File: config.mk
export PLATFORM = sky130hd
export DESIGN_NAME = sprite_renderer_flat
export DESIGN_NICKNAME = d
export VERILOG_FILES = /design/src/rtl/sprite_renderer_if.sv /design/src/rtl/sprite_renderer.sv /design/src/flat_wrapper.sv
export SDC_FILE = /design/constraint.sdc
export NUM_CORES = 1
export LEC_CHECK = 0
export ABC_AREA = 1
export CORE_ASPECT_RATIO = 1.75
export CORE_MARGIN = 2
export CORE_UTILIZATION = 58
export DETAILED_ROUTE_END_ITERATION = 7
export DONT_BUFFER_PORTS = 1
export PLACE_DENSITY = 0.85
export RECOVER_POWER = 50
export SYNTH_ARGS = -nofsm -noshare
export SYNTH_HDL_FRONTEND = slang
export SYNTH_SLANG_ARGS = --single-unit
File: constraint.sdc
create_clock -name i_Clk -period 2 [get_ports i_Clk]
set_input_delay 0.2 -clock i_Clk [delete_from_list [all_inputs] [get_ports i_Clk]]
set_output_delay 0.2 -clock i_Clk [all_outputs]
set_load 0.01 [all_outputs]
File: src/rtl/sprite_renderer_if.sv
// Signal bundle between the VGA timing source / sprite memory and the sprite renderer.
// The master side drives counts, syncs, sprite controls and read data; the renderer is the slave.
interface sprite_renderer_if;
    logic [9:0]  i_Col_Count;
    logic [9:0]  i_Row_Count;
    logic        i_HSync;
    logic        i_VSync;
    logic [9:0]  i_Sprite_X;
    logic [9:0]  i_Sprite_Y;
    logic        i_Flip_H;
    logic [8:0]  i_Bg_Color;
    logic [9:0]  o_Read_Addr;
    logic [8:0]  i_Read_Data;
    logic [2:0]  o_Red;
    logic [2:0]  o_Green;
    logic [2:0]  o_Blue;
    logic        o_HSync;
    logic        o_VSync;
    logic        o_Hit;
    logic [10:0] o_Frame_Hits;

    modport master (
        output i_Col_Count, i_Row_Count, i_HSync, i_VSync,
        output i_Sprite_X, i_Sprite_Y, i_Flip_H, i_Bg_Color, i_Read_Data,
        input  o_Read_Addr, o_Red, o_Green, o_Blue, o_HSync, o_VSync, o_Hit, o_Frame_Hits
    );

    modport slave (
        input  i_Col_Count, i_Row_Count, i_HSync, i_VSync,
        input  i_Sprite_X, i_Sprite_Y, i_Flip_H, i_Bg_Color, i_Read_Data,
        output o_Read_Addr, o_Red, o_Green, o_Blue, o_HSync, o_VSync, o_Hit, o_Frame_Hits
    );
endinterface

File: src/rtl/sprite_renderer.sv
// Three-stage sprite overlay: address generation, sprite memory read, colour-key mux.
// Syncs travel alongside the pixel so colour and sync leave the block aligned.
module sprite_renderer #(
    parameter int unsigned H_ACTIVE    = 640,
    parameter int unsigned V_ACTIVE    = 480,
    parameter logic [8:0]  TRANSPARENT = 9'b111_000_111
) (
    input logic              i_Clk,
    input logic              i_Rst_n,
    sprite_renderer_if.slave bus
);
    localparam logic [9:0] H_LIM = 10'(H_ACTIVE);
    localparam logic [9:0] V_LIM = 10'(V_ACTIVE);

    logic [9:0]  x_r;
    logic [9:0]  y_r;
    logic        flip_r;
    logic [9:0]  addr_r;
    logic        inside1_r;
    logic        active1_r;
    logic        hsync1_r;
    logic        vsync1_r;
    logic        inside2_r;
    logic        active2_r;
    logic        hsync2_r;
    logic        vsync2_r;
    logic [8:0]  rgb_r;
    logic        hit_r;
    logic        hsync3_r;
    logic        vsync3_r;
    logic [10:0] count_r;
    logic [10:0] frame_hits_r;

    logic        active_s;
    logic        frame_start_s;
    logic        inside_s;
    logic [4:0]  dx_s;
    logic [4:0]  dy_s;
    logic [9:0]  addr_s;
    logic [8:0]  rgb_s;
    logic        hit_s;

    // Stage-1 decode; the 11-bit compare keeps X+32 from wrapping past column 1023.
    always_comb begin
        active_s      = (bus.i_Col_Count < H_LIM) && (bus.i_Row_Count < V_LIM);
        frame_start_s = (bus.i_Row_Count == V_LIM) && (bus.i_Col_Count == 10'd0);
        inside_s      = ({1'b0, bus.i_Col_Count} >= {1'b0, x_r}) &&
                        ({1'b0, bus.i_Col_Count} <  ({1'b0, x_r} + 11'd32)) &&
                        ({1'b0, bus.i_Row_Count} >= {1'b0, y_r}) &&
                        ({1'b0, bus.i_Row_Count} <  ({1'b0, y_r} + 11'd32)) &&
                        active_s;
        dx_s = bus.i_Col_Count[4:0] - x_r[4:0];
        dy_s = bus.i_Row_Count[4:0] - y_r[4:0];
        if (inside_s) begin
            addr_s = {dy_s, (flip_r ? ~dx_s : dx_s)};
        end else begin
            addr_s = 10'd0;
        end
    end

    // Output colour select using the pixel the memory returned for stage-1's address.
    always_comb begin
        rgb_s = 9'd0;
        hit_s = 1'b0;
        if (!active2_r) begin
            rgb_s = 9'd0;
            hit_s = 1'b0;
        end else if (inside2_r && (bus.i_Read_Data != TRANSPARENT)) begin
            rgb_s = bus.i_Read_Data;
            hit_s = 1'b1;
        end else begin
            rgb_s = bus.i_Bg_Color;
            hit_s = 1'b0;
        end
    end

    // Sprite position only moves at frame start so a frame never tears.
    always_ff @(posedge i_Clk or negedge i_Rst_n) begin
        if (!i_Rst_n) begin
            x_r    <= 10'd1023;
            y_r    <= 10'd1023;
            flip_r <= 1'b0;
        end else if (frame_start_s) begin
            x_r    <= bus.i_Sprite_X;
            y_r    <= bus.i_Sprite_Y;
            flip_r <= bus.i_Flip_H;
        end else begin
            x_r    <= x_r;
            y_r    <= y_r;
            flip_r <= flip_r;
        end
    end

    // Pixel pipeline: address/flags, memory-latency delay, registered outputs.
    always_ff @(posedge i_Clk or negedge i_Rst_n) begin
        if (!i_Rst_n) begin
            addr_r    <= 10'd0;
            inside1_r <= 1'b0;
            active1_r <= 1'b0;
            hsync1_r  <= 1'b1;
            vsync1_r  <= 1'b1;
            inside2_r <= 1'b0;
            active2_r <= 1'b0;
            hsync2_r  <= 1'b1;
            vsync2_r  <= 1'b1;
            rgb_r     <= 9'd0;
            hit_r     <= 1'b0;
            hsync3_r  <= 1'b1;
            vsync3_r  <= 1'b1;
        end else begin
            addr_r    <= addr_s;
            inside1_r <= inside_s;
            active1_r <= active_s;
            hsync1_r  <= bus.i_HSync;
            vsync1_r  <= bus.i_VSync;
            inside2_r <= inside1_r;
            active2_r <= active1_r;
            hsync2_r  <= hsync1_r;
            vsync2_r  <= vsync1_r;
            rgb_r     <= rgb_s;
            hit_r     <= hit_s;
            hsync3_r  <= hsync2_r;
            vsync3_r  <= vsync2_r;
        end
    end

    // Per-frame opaque-pixel count; a hit on the frame-start edge still belongs to the old frame.
    always_ff @(posedge i_Clk or negedge i_Rst_n) begin
        if (!i_Rst_n) begin
            count_r      <= 11'd0;
            frame_hits_r <= 11'd0;
        end else if (frame_start_s) begin
            count_r      <= 11'd0;
            frame_hits_r <= count_r + {10'd0, hit_r};
        end else if (hit_r) begin
            count_r      <= count_r + 11'd1;
            frame_hits_r <= frame_hits_r;
        end else begin
            count_r      <= count_r;
            frame_hits_r <= frame_hits_r;
        end
    end

    assign bus.o_Read_Addr  = addr_r;
    assign bus.o_Red        = rgb_r[8:6];
    assign bus.o_Green      = rgb_r[5:3];
    assign bus.o_Blue       = rgb_r[2:0];
    assign bus.o_Hit        = hit_r;
    assign bus.o_HSync      = hsync3_r;
    assign bus.o_VSync      = vsync3_r;
    assign bus.o_Frame_Hits = frame_hits_r;
endmodule

File: src/flat_wrapper.sv
// flat-port wrapper written by rule: the top's interface ports become plain ports
module sprite_renderer_flat 
#(
    parameter int unsigned H_ACTIVE    = 640,
    parameter int unsigned V_ACTIVE    = 480,
    parameter logic [8:0]  TRANSPARENT = 9'b111_000_111
)
  (i_Clk, i_Rst_n, bus_i_Col_Count, bus_i_Row_Count, bus_i_HSync, bus_i_VSync, bus_i_Sprite_X, bus_i_Sprite_Y, bus_i_Flip_H, bus_i_Bg_Color, bus_i_Read_Data, bus_o_Read_Addr, bus_o_Red, bus_o_Green, bus_o_Blue, bus_o_HSync, bus_o_VSync, bus_o_Hit, bus_o_Frame_Hits);
  sprite_renderer_if bus_i ();
  input logic i_Clk;
  input logic i_Rst_n;
  input wire logic [$bits(bus_i.i_Col_Count)-1:0] bus_i_Col_Count;
  input wire logic [$bits(bus_i.i_Row_Count)-1:0] bus_i_Row_Count;
  input wire logic [$bits(bus_i.i_HSync)-1:0] bus_i_HSync;
  input wire logic [$bits(bus_i.i_VSync)-1:0] bus_i_VSync;
  input wire logic [$bits(bus_i.i_Sprite_X)-1:0] bus_i_Sprite_X;
  input wire logic [$bits(bus_i.i_Sprite_Y)-1:0] bus_i_Sprite_Y;
  input wire logic [$bits(bus_i.i_Flip_H)-1:0] bus_i_Flip_H;
  input wire logic [$bits(bus_i.i_Bg_Color)-1:0] bus_i_Bg_Color;
  input wire logic [$bits(bus_i.i_Read_Data)-1:0] bus_i_Read_Data;
  output wire logic [$bits(bus_i.o_Read_Addr)-1:0] bus_o_Read_Addr;
  output wire logic [$bits(bus_i.o_Red)-1:0] bus_o_Red;
  output wire logic [$bits(bus_i.o_Green)-1:0] bus_o_Green;
  output wire logic [$bits(bus_i.o_Blue)-1:0] bus_o_Blue;
  output wire logic [$bits(bus_i.o_HSync)-1:0] bus_o_HSync;
  output wire logic [$bits(bus_i.o_VSync)-1:0] bus_o_VSync;
  output wire logic [$bits(bus_i.o_Hit)-1:0] bus_o_Hit;
  output wire logic [$bits(bus_i.o_Frame_Hits)-1:0] bus_o_Frame_Hits;
  assign bus_i.i_Col_Count = bus_i_Col_Count;
  assign bus_i.i_Row_Count = bus_i_Row_Count;
  assign bus_i.i_HSync = bus_i_HSync;
  assign bus_i.i_VSync = bus_i_VSync;
  assign bus_i.i_Sprite_X = bus_i_Sprite_X;
  assign bus_i.i_Sprite_Y = bus_i_Sprite_Y;
  assign bus_i.i_Flip_H = bus_i_Flip_H;
  assign bus_i.i_Bg_Color = bus_i_Bg_Color;
  assign bus_i.i_Read_Data = bus_i_Read_Data;
  assign bus_o_Read_Addr = bus_i.o_Read_Addr;
  assign bus_o_Red = bus_i.o_Red;
  assign bus_o_Green = bus_i.o_Green;
  assign bus_o_Blue = bus_i.o_Blue;
  assign bus_o_HSync = bus_i.o_HSync;
  assign bus_o_VSync = bus_i.o_VSync;
  assign bus_o_Hit = bus_i.o_Hit;
  assign bus_o_Frame_Hits = bus_i.o_Frame_Hits;
  sprite_renderer #(.H_ACTIVE(H_ACTIVE), .V_ACTIVE(V_ACTIVE), .TRANSPARENT(TRANSPARENT)) u_core (.i_Clk(i_Clk), .i_Rst_n(i_Rst_n), .bus(bus_i));
endmodule
; Word level (Yosys, flattened, before mapping)
; Index checks and enable logic that the tools add are counted.
[word_totals]
elab_cells = 50
input_bits = 63
regBits = 73
[classes]
bitwise_logic = 1
n_eq_ne = 2
n_reduce_logical = 9
add_sub_neg = 6
mux = 8
order_cmp = 6
[ops]
columns = op, n
row1 = 10-bit by 6-bit adder with 11-bit output (second input constant), 2
row2 = 10-bit by 11-bit < comparator with 1-bit output, 2
row3 = 11-bit two-way mux, 2
row4 = 10-bit >= comparator, 2
row5 = 9-bit two-way mux, 2
row6 = 11-bit by 1-bit adder with 11-bit output, 1
row7 = 11-bit by 1-bit adder with 11-bit output (second input constant), 1
row8 = 10-bit by 9-bit equality test with 1-bit output (second input constant), 1
row9 = 10-bit zero test, 1
row10 = 10-bit < comparator (second input constant), 1
row11 = 10-bit by 9-bit < comparator with 1-bit output (second input constant), 1
row12 = 10-bit two-way mux, 1
row13 = 5-bit subtractor, 2
row14 = 9-bit != test (second input constant), 1
row15 = 1-bit logical AND, 7
row16 = 5-bit two-way mux, 1
row17 = 5-bit inverter, 1
row18 = 1-bit two-way mux, 2
row19 = 2-bit nonzero test, 1

; Depth between registers and ports, before layout
[logic_depth]
ltp_word = 7
mapped_depth = 13
mapped_depth_nobuf = 12

; Least setup slack after synthesis
; Ideal clock, no wire load.
[synth_timing]
path_kind = flip-flop to flip-flop
from = register u_core.x_r[5]
to = register u_core.inside1_r
path_stages_with_launch = 12
arrival_ns = 1.780
setup_ns = 0.118
path_buffers = 1
slack_ns = 0.102
cell_sequence = dfstp_2 -> ha_1 -> nand2_1 -> o21ai_0 -> o21ai_0 -> ha_1 -> nand4_1 -> a21oi_1 -> nor2_1 -> nand2_1 -> buf_6 -> inv_1
[synth_via]
elab_chain_len = 6
[synth_rtl]
columns = element, line
row1 = start: declaration, sprite_renderer.sv:15  ; logic [9:0] x_r;
row2 = start signal: assignment, sprite_renderer.sv:84  ; x_r <= bus.i_Sprite_X;
row3 = start signal: assignment, sprite_renderer.sv:88  ; x_r <= x_r;
row4 = 10-bit by 6-bit adder with 11-bit output, sprite_renderer.sv:48  ; ({1'b0, bus.i_Col_Count} < ({1'b0, x_r} + 11'd32)) &&
row5 = 10-bit by 11-bit < comparator with 1-bit output, sprite_renderer.sv:48
row6 = 1-bit logical AND (*), sprite_renderer.sv:47  ; inside_s = ({1'b0, bus.i_Col_Count} >= {1'b0, x_r}) &&
row7 = 1-bit logical AND (*), sprite_renderer.sv:48
row8 = 1-bit logical AND (*), sprite_renderer.sv:49  ; ({1'b0, bus.i_Row_Count} >= {1'b0, y_r}) &&
row9 = 1-bit logical AND (*), sprite_renderer.sv:50  ; ({1'b0, bus.i_Row_Count} < ({1'b0, y_r} + 11'd32)) &&
row10 = named net u_core.inside_s, sprite_renderer.sv:36  ; logic inside_s;
row11 = end signal: assignment, sprite_renderer.sv:112  ; inside1_r <= inside_s;
row12 = end: declaration, sprite_renderer.sv:19  ; logic inside1_r;
; Mark *: on every way through the listed nets, which the timed path passes. The rest lies on a longest branch.
; A chain may end at the register's enable or synchronous reset.

; Worst setup path in the final report
[layout_timing]
from = register u_core.y_r[5]
to = register u_core.addr_r[0] (netlist: u_core.bus.o_Read_Addr[0])
[layout_via]
elab_chain_len = 5
[layout_rtl]
columns = element, line
row1 = start: declaration, sprite_renderer.sv:16  ; logic [9:0] y_r;
row2 = start signal: assignment, sprite_renderer.sv:85  ; y_r <= bus.i_Sprite_Y;
row3 = start signal: assignment, sprite_renderer.sv:89  ; y_r <= y_r;
row4 = 10-bit by 6-bit adder with 11-bit output or 10-bit >= comparator (tied branches), "sprite_renderer.sv:50, sprite_renderer.sv:49"
row5 = 10-bit by 11-bit < comparator with 1-bit output or 1-bit logical AND (tied branches), "sprite_renderer.sv:50, sprite_renderer.sv:48"
row6 = 1-bit logical AND (*), sprite_renderer.sv:49
row7 = 1-bit logical AND (*), sprite_renderer.sv:50
row8 = 10-bit two-way mux (*), sprite_renderer.sv:54  ; if (inside_s) begin
row9 = named net u_core.addr_s[0], sprite_renderer.sv:39  ; logic [9:0] addr_s;
row10 = end signal: assignment, sprite_renderer.sv:111  ; addr_r <= addr_s;
row11 = end: declaration, sprite_renderer.sv:18  ; logic [9:0] addr_r;
; Marked as above.

==> results.md <==
- Status: complete, but fails checks
- Failing checks: max-capacitance violations, max-slew violations, negative setup slack
- Critical Path End Type: flop
- Initial antenna violation count: 0
- Core box area: 7180 um^2
- DRC viols: 0
- Die area: 8160 um^2
- Worst VDD drop: 0.408 mV
- Die Width: slightly below 70 um
- Final Skew: 0.00627 ns
- Ratio of final minimum period to clock period: 102%
- Post-synth top area share: a little over a quarter
- Power per cell area: roughly 660 nW/um^2
- Reg clk slew, reported paths: approximately 0.060 ns
- Net count of the mapped netlist: 613
- Leakage: between 0.002 and 0.003 uW
- Gr ovfl total: 0
- Post-synthesis compound-gate area fraction: a little under 8%
- Worst slew margin: -5.57%
- First-pass GRT wire length: 16.0 mm
- Largest delay share family, worst path: flip-flops
- Hold WS: about 0.0052 ns
- Fin crit period: slightly above 2 ns
- Finish-stage setup viols: 11
- Worst Hold Path Cells: 2
- Post-DP HPWL: ~7.2 mm
- Layout area overhead: 17.5%
- Worst r2r src: u_core.y_r[5]
- Vias per cell: about 5.5
- Vias in the first global route: 3524
- Critical-path maximum fanout: 5
- RSZ-0062 raised after global routing: yes
- Initial Utilization: around three fifths
- Buffers on Ports: 0
- Layout cell share with drive strength beyond 1: 19.0%
- Top-level I/O count: between 90 and 100
- Crit-path max cell delay: just under 0.6 ns
- Post-Synth XOR/XNOR Area: under 10%
- Critical path launch point type: flop
- Multiplexer area fraction after synthesis: less than 1%
- Total negative slack: -0.305 ns
- Detailed Route WL: roughly 9.8 mm
- Post-route antenna net violation count: 0
- Adder-Cell Fraction of Synth Area: 11.1%
- Final hold viol count: 0
- Max Clk Rate: between 0.4 and 0.5 GHz
- Sequential area share after synthesis: 43.2%
- TritonCTS buffer count: 9
- Worst hold endpoint: u_core.rgb_r[6]
- GPL Wtd Cong: approximately 0.95
- Synth area leader: dfrtp_1
- #FFs+latches synth: 73
- Syn Std Cell Area: 4310 um^2
- Distinct cells, synth: 35
- Syn Inst Count: between 500 and 600
- Largest net degree at the start of global routing: 74
- Final WS setup: -0.0372 ns
- Worst-margin pin slew: around 1.6 ns
- CP required: between 2 and 2.5 ns
- Drt wl/cell: roughly 15 um
- Mapped Avg Cell Area: about 8.4 um^2
- Area contributors post-synth: dfrtp_1 27%, dfstp_2 16%, nand2_1 11%
- Clock sink count: between 70 and 80
- Crit path max-delay cell type: dfstp_2
- Flop-to-flop setup slack: -0.04 ns
- Clock H-tree levels: 3
- Ys Warns: 0
- Cell depth of the worst flop-to-flop path: 12
- WP buf/inv: 1
- Row Count: 41
- Final Max Slew Viols: 74
- Hold_sp: bus_i_Bg_Color[6]
- N_diodes: 0
- Hold Path Class: in -> reg
- Critical path, cell by cell: ha_4 > nand3_1 > xor2_1 > ha_1 > nand2_1 > nor2_1 > nand2_1 > nand2_1 > nor2_1 > nand2_1 > buf_6 > nor2_4
- Vias: between 3k and 4k
- CTS tree: done
- GRT Total Usage: between 20% and 30%
- Clk root buf: clkbuf_16
- CP arrival: between 2 and 2.5 ns
- Setup CP Type: reg -> reg
- CTS Buffer Depth: 2
- Max-Cap Viols: 1
- # nets final: 648
- Number of DRC markers in iteration 0: 182
- Simple-gate share of the synthesized area: around a quarter
- Worst R2R End: u_core.bus.o_Read_Addr[0]
- Most frequent CP cell: nand2_1
- Largest family of logic cells by synthesized area: simple AND/OR/NAND/NOR gates
- Pre-antenna DRT Iters: 4
- Worst-skew pair later-pin latency: 0.34 ns
- Die Height: around 120 um
==> timing repair <==
item | CTS | global route
endpoints found under the hold margin | 93 | 0
resized for setup | 11 | 17
pin swaps | 6 | 9
hold buffers | 22 | 0
setup buffers | 3 | 0
endpoints found under the setup margin | 11 | 11
==> flip-flops by register name, summed over array words and instances (netlist names), 9 cells and up <==
name and count:
u_core.bus.o_Frame_Hits 11, u_core.rgb_r 9, u_core.y_r 10, u_core.bus.o_Read_Addr 10, u_core.x_r 10, u_core.count_r 11
==> cells in the final DEF (no fill, tap or decap), types with 9 or more instances in the layout <==
master,Yosys,layout
xor2_1,15,15
clkbuf_16,0,11
inv_1,62,60
xnor2_1,9,9
o21ai_0,26,24
nand3_1,12,11
dlygate4sd3_1,0,21
dfrtp_1,47,47
nor2_1,66,64
ha_1,35,32
nand2_2,11,11
dfstp_2,26,26
nand2_1,121,120
nor2_4,1,10
a21oi_1,17,15
o21ai_2,10,11
==> synthesized netlist by cell type <==
cell        n
a31oi_1     2
nand2_2    11
nor4_1      4
inv_1      62
buf_12      1
nand3b_2    1
o21ai_0    26
buf_6       2
and3_1      1
nor2_2     10
dfrtp_1    47
nor3_1      7
a21o_1      2
o21a_1      1
nor2_1     66
nor3_2      1
nand3b_1    2
buf_8       2
ha_1       35
nand3_1    12
nand2_1   121
mux2_2      1
a21oi_1    17
or2_2       3
nand4_1     7
xnor2_1     9
fa_1        2
clkinv_1    1
clkbuf_1    2
nor2_4      1
xor2_1     15
nor4_2      1
buf_2       2
o21ai_2    10
dfstp_2    26
==> final cells by class <==
cell class / count / area, um^2
timing repair buffer: 33 / 318
multi-input combinational: 368 / 2230
fill: 524 / 2120
inverter: 63 / 236
sequential: 73 / 1860
clock inverter: 5 / 32.5
tap: 86 / 108
clock buffer: 11 / 275
==> through the flow <==
step,instance area [um^2],setup slack (ns),util [%],power [uW],cells
2_1_floorplan,4310,0.102,-,1640,513
3_3_place_gp,4400,0.0324,61.2,1660,598
3_5_place_dp,4400,-0.0889,61.2,1670,598
4_1_cts,5010,-0.0206,69.7,3360,639
5_1_grt,5060,-0.156,70.5,3470,639
6_report,5060,-0.0372,70.5,3340,639
==> worst reg2reg max path, stage by stage (launching register included) <==
cell and delay, ns:
dfstp_2 0.59, ha_4 0.16, nand3_1 0.09, xor2_1 0.16
ha_1 0.30, nand2_1 0.06, nor2_1 0.08, nand2_1 0.06
nand2_1 0.05, nor2_1 0.04, nand2_1 0.11, buf_6 0.18
nor2_4 0.05
==> per-layer routing <==
| metal | up-vias | wire (um) | track usage [%] |
|---|---|---|---|
| met3 | 30 | 639 | 7.71 |
| li1 | 1698 | - | - |
| met4 | 0 | 312 | 12.0 |
| met5 | - | 0 | 0 |
| met2 | 111 | 5320 | 45.0 |
| met1 | 1661 | 3540 | 25.2 |
==> worst max path at each step <==
stage / cells past startpoint / slack, ns / start / to
floorplan: 11 / 0.10 / u_core.x_r[5] / u_core.inside1_r
global placement: 13 / 0.03 / u_core.x_r[6] / u_core.bus.o_Read_Addr[9]
detailed placement: 13 / -0.09 / u_core.x_r[6] / u_core.bus.o_Read_Addr[0]
CTS: 13 / -0.02 / u_core.x_r[6] / u_core.bus.o_Read_Addr[0]
global route: 11 / -0.16 / u_core.x_r[6] / u_core.bus.o_Read_Addr[2]
finish: 12 / -0.04 / u_core.y_r[5] / u_core.bus.o_Read_Addr[0]
==> cell families after synthesis <==
kind of cell	after synthesis
muxes	1
and+or+nand+nor	248
buffers and inverters	72
xor gates and xnor gates	24
adders and majority gates	37
AOI/OAI and AO/OA	58
DFF	73
==> where the power goes <==
group	internal [uW]	leakage, uW	switching [uW]	total, uW
logic	87.3	0.00156	115	202
registers	1500	0.000922	13.8	1520
clock network	990	0.000153	630	1620
(Power assumes the default switching activity.)
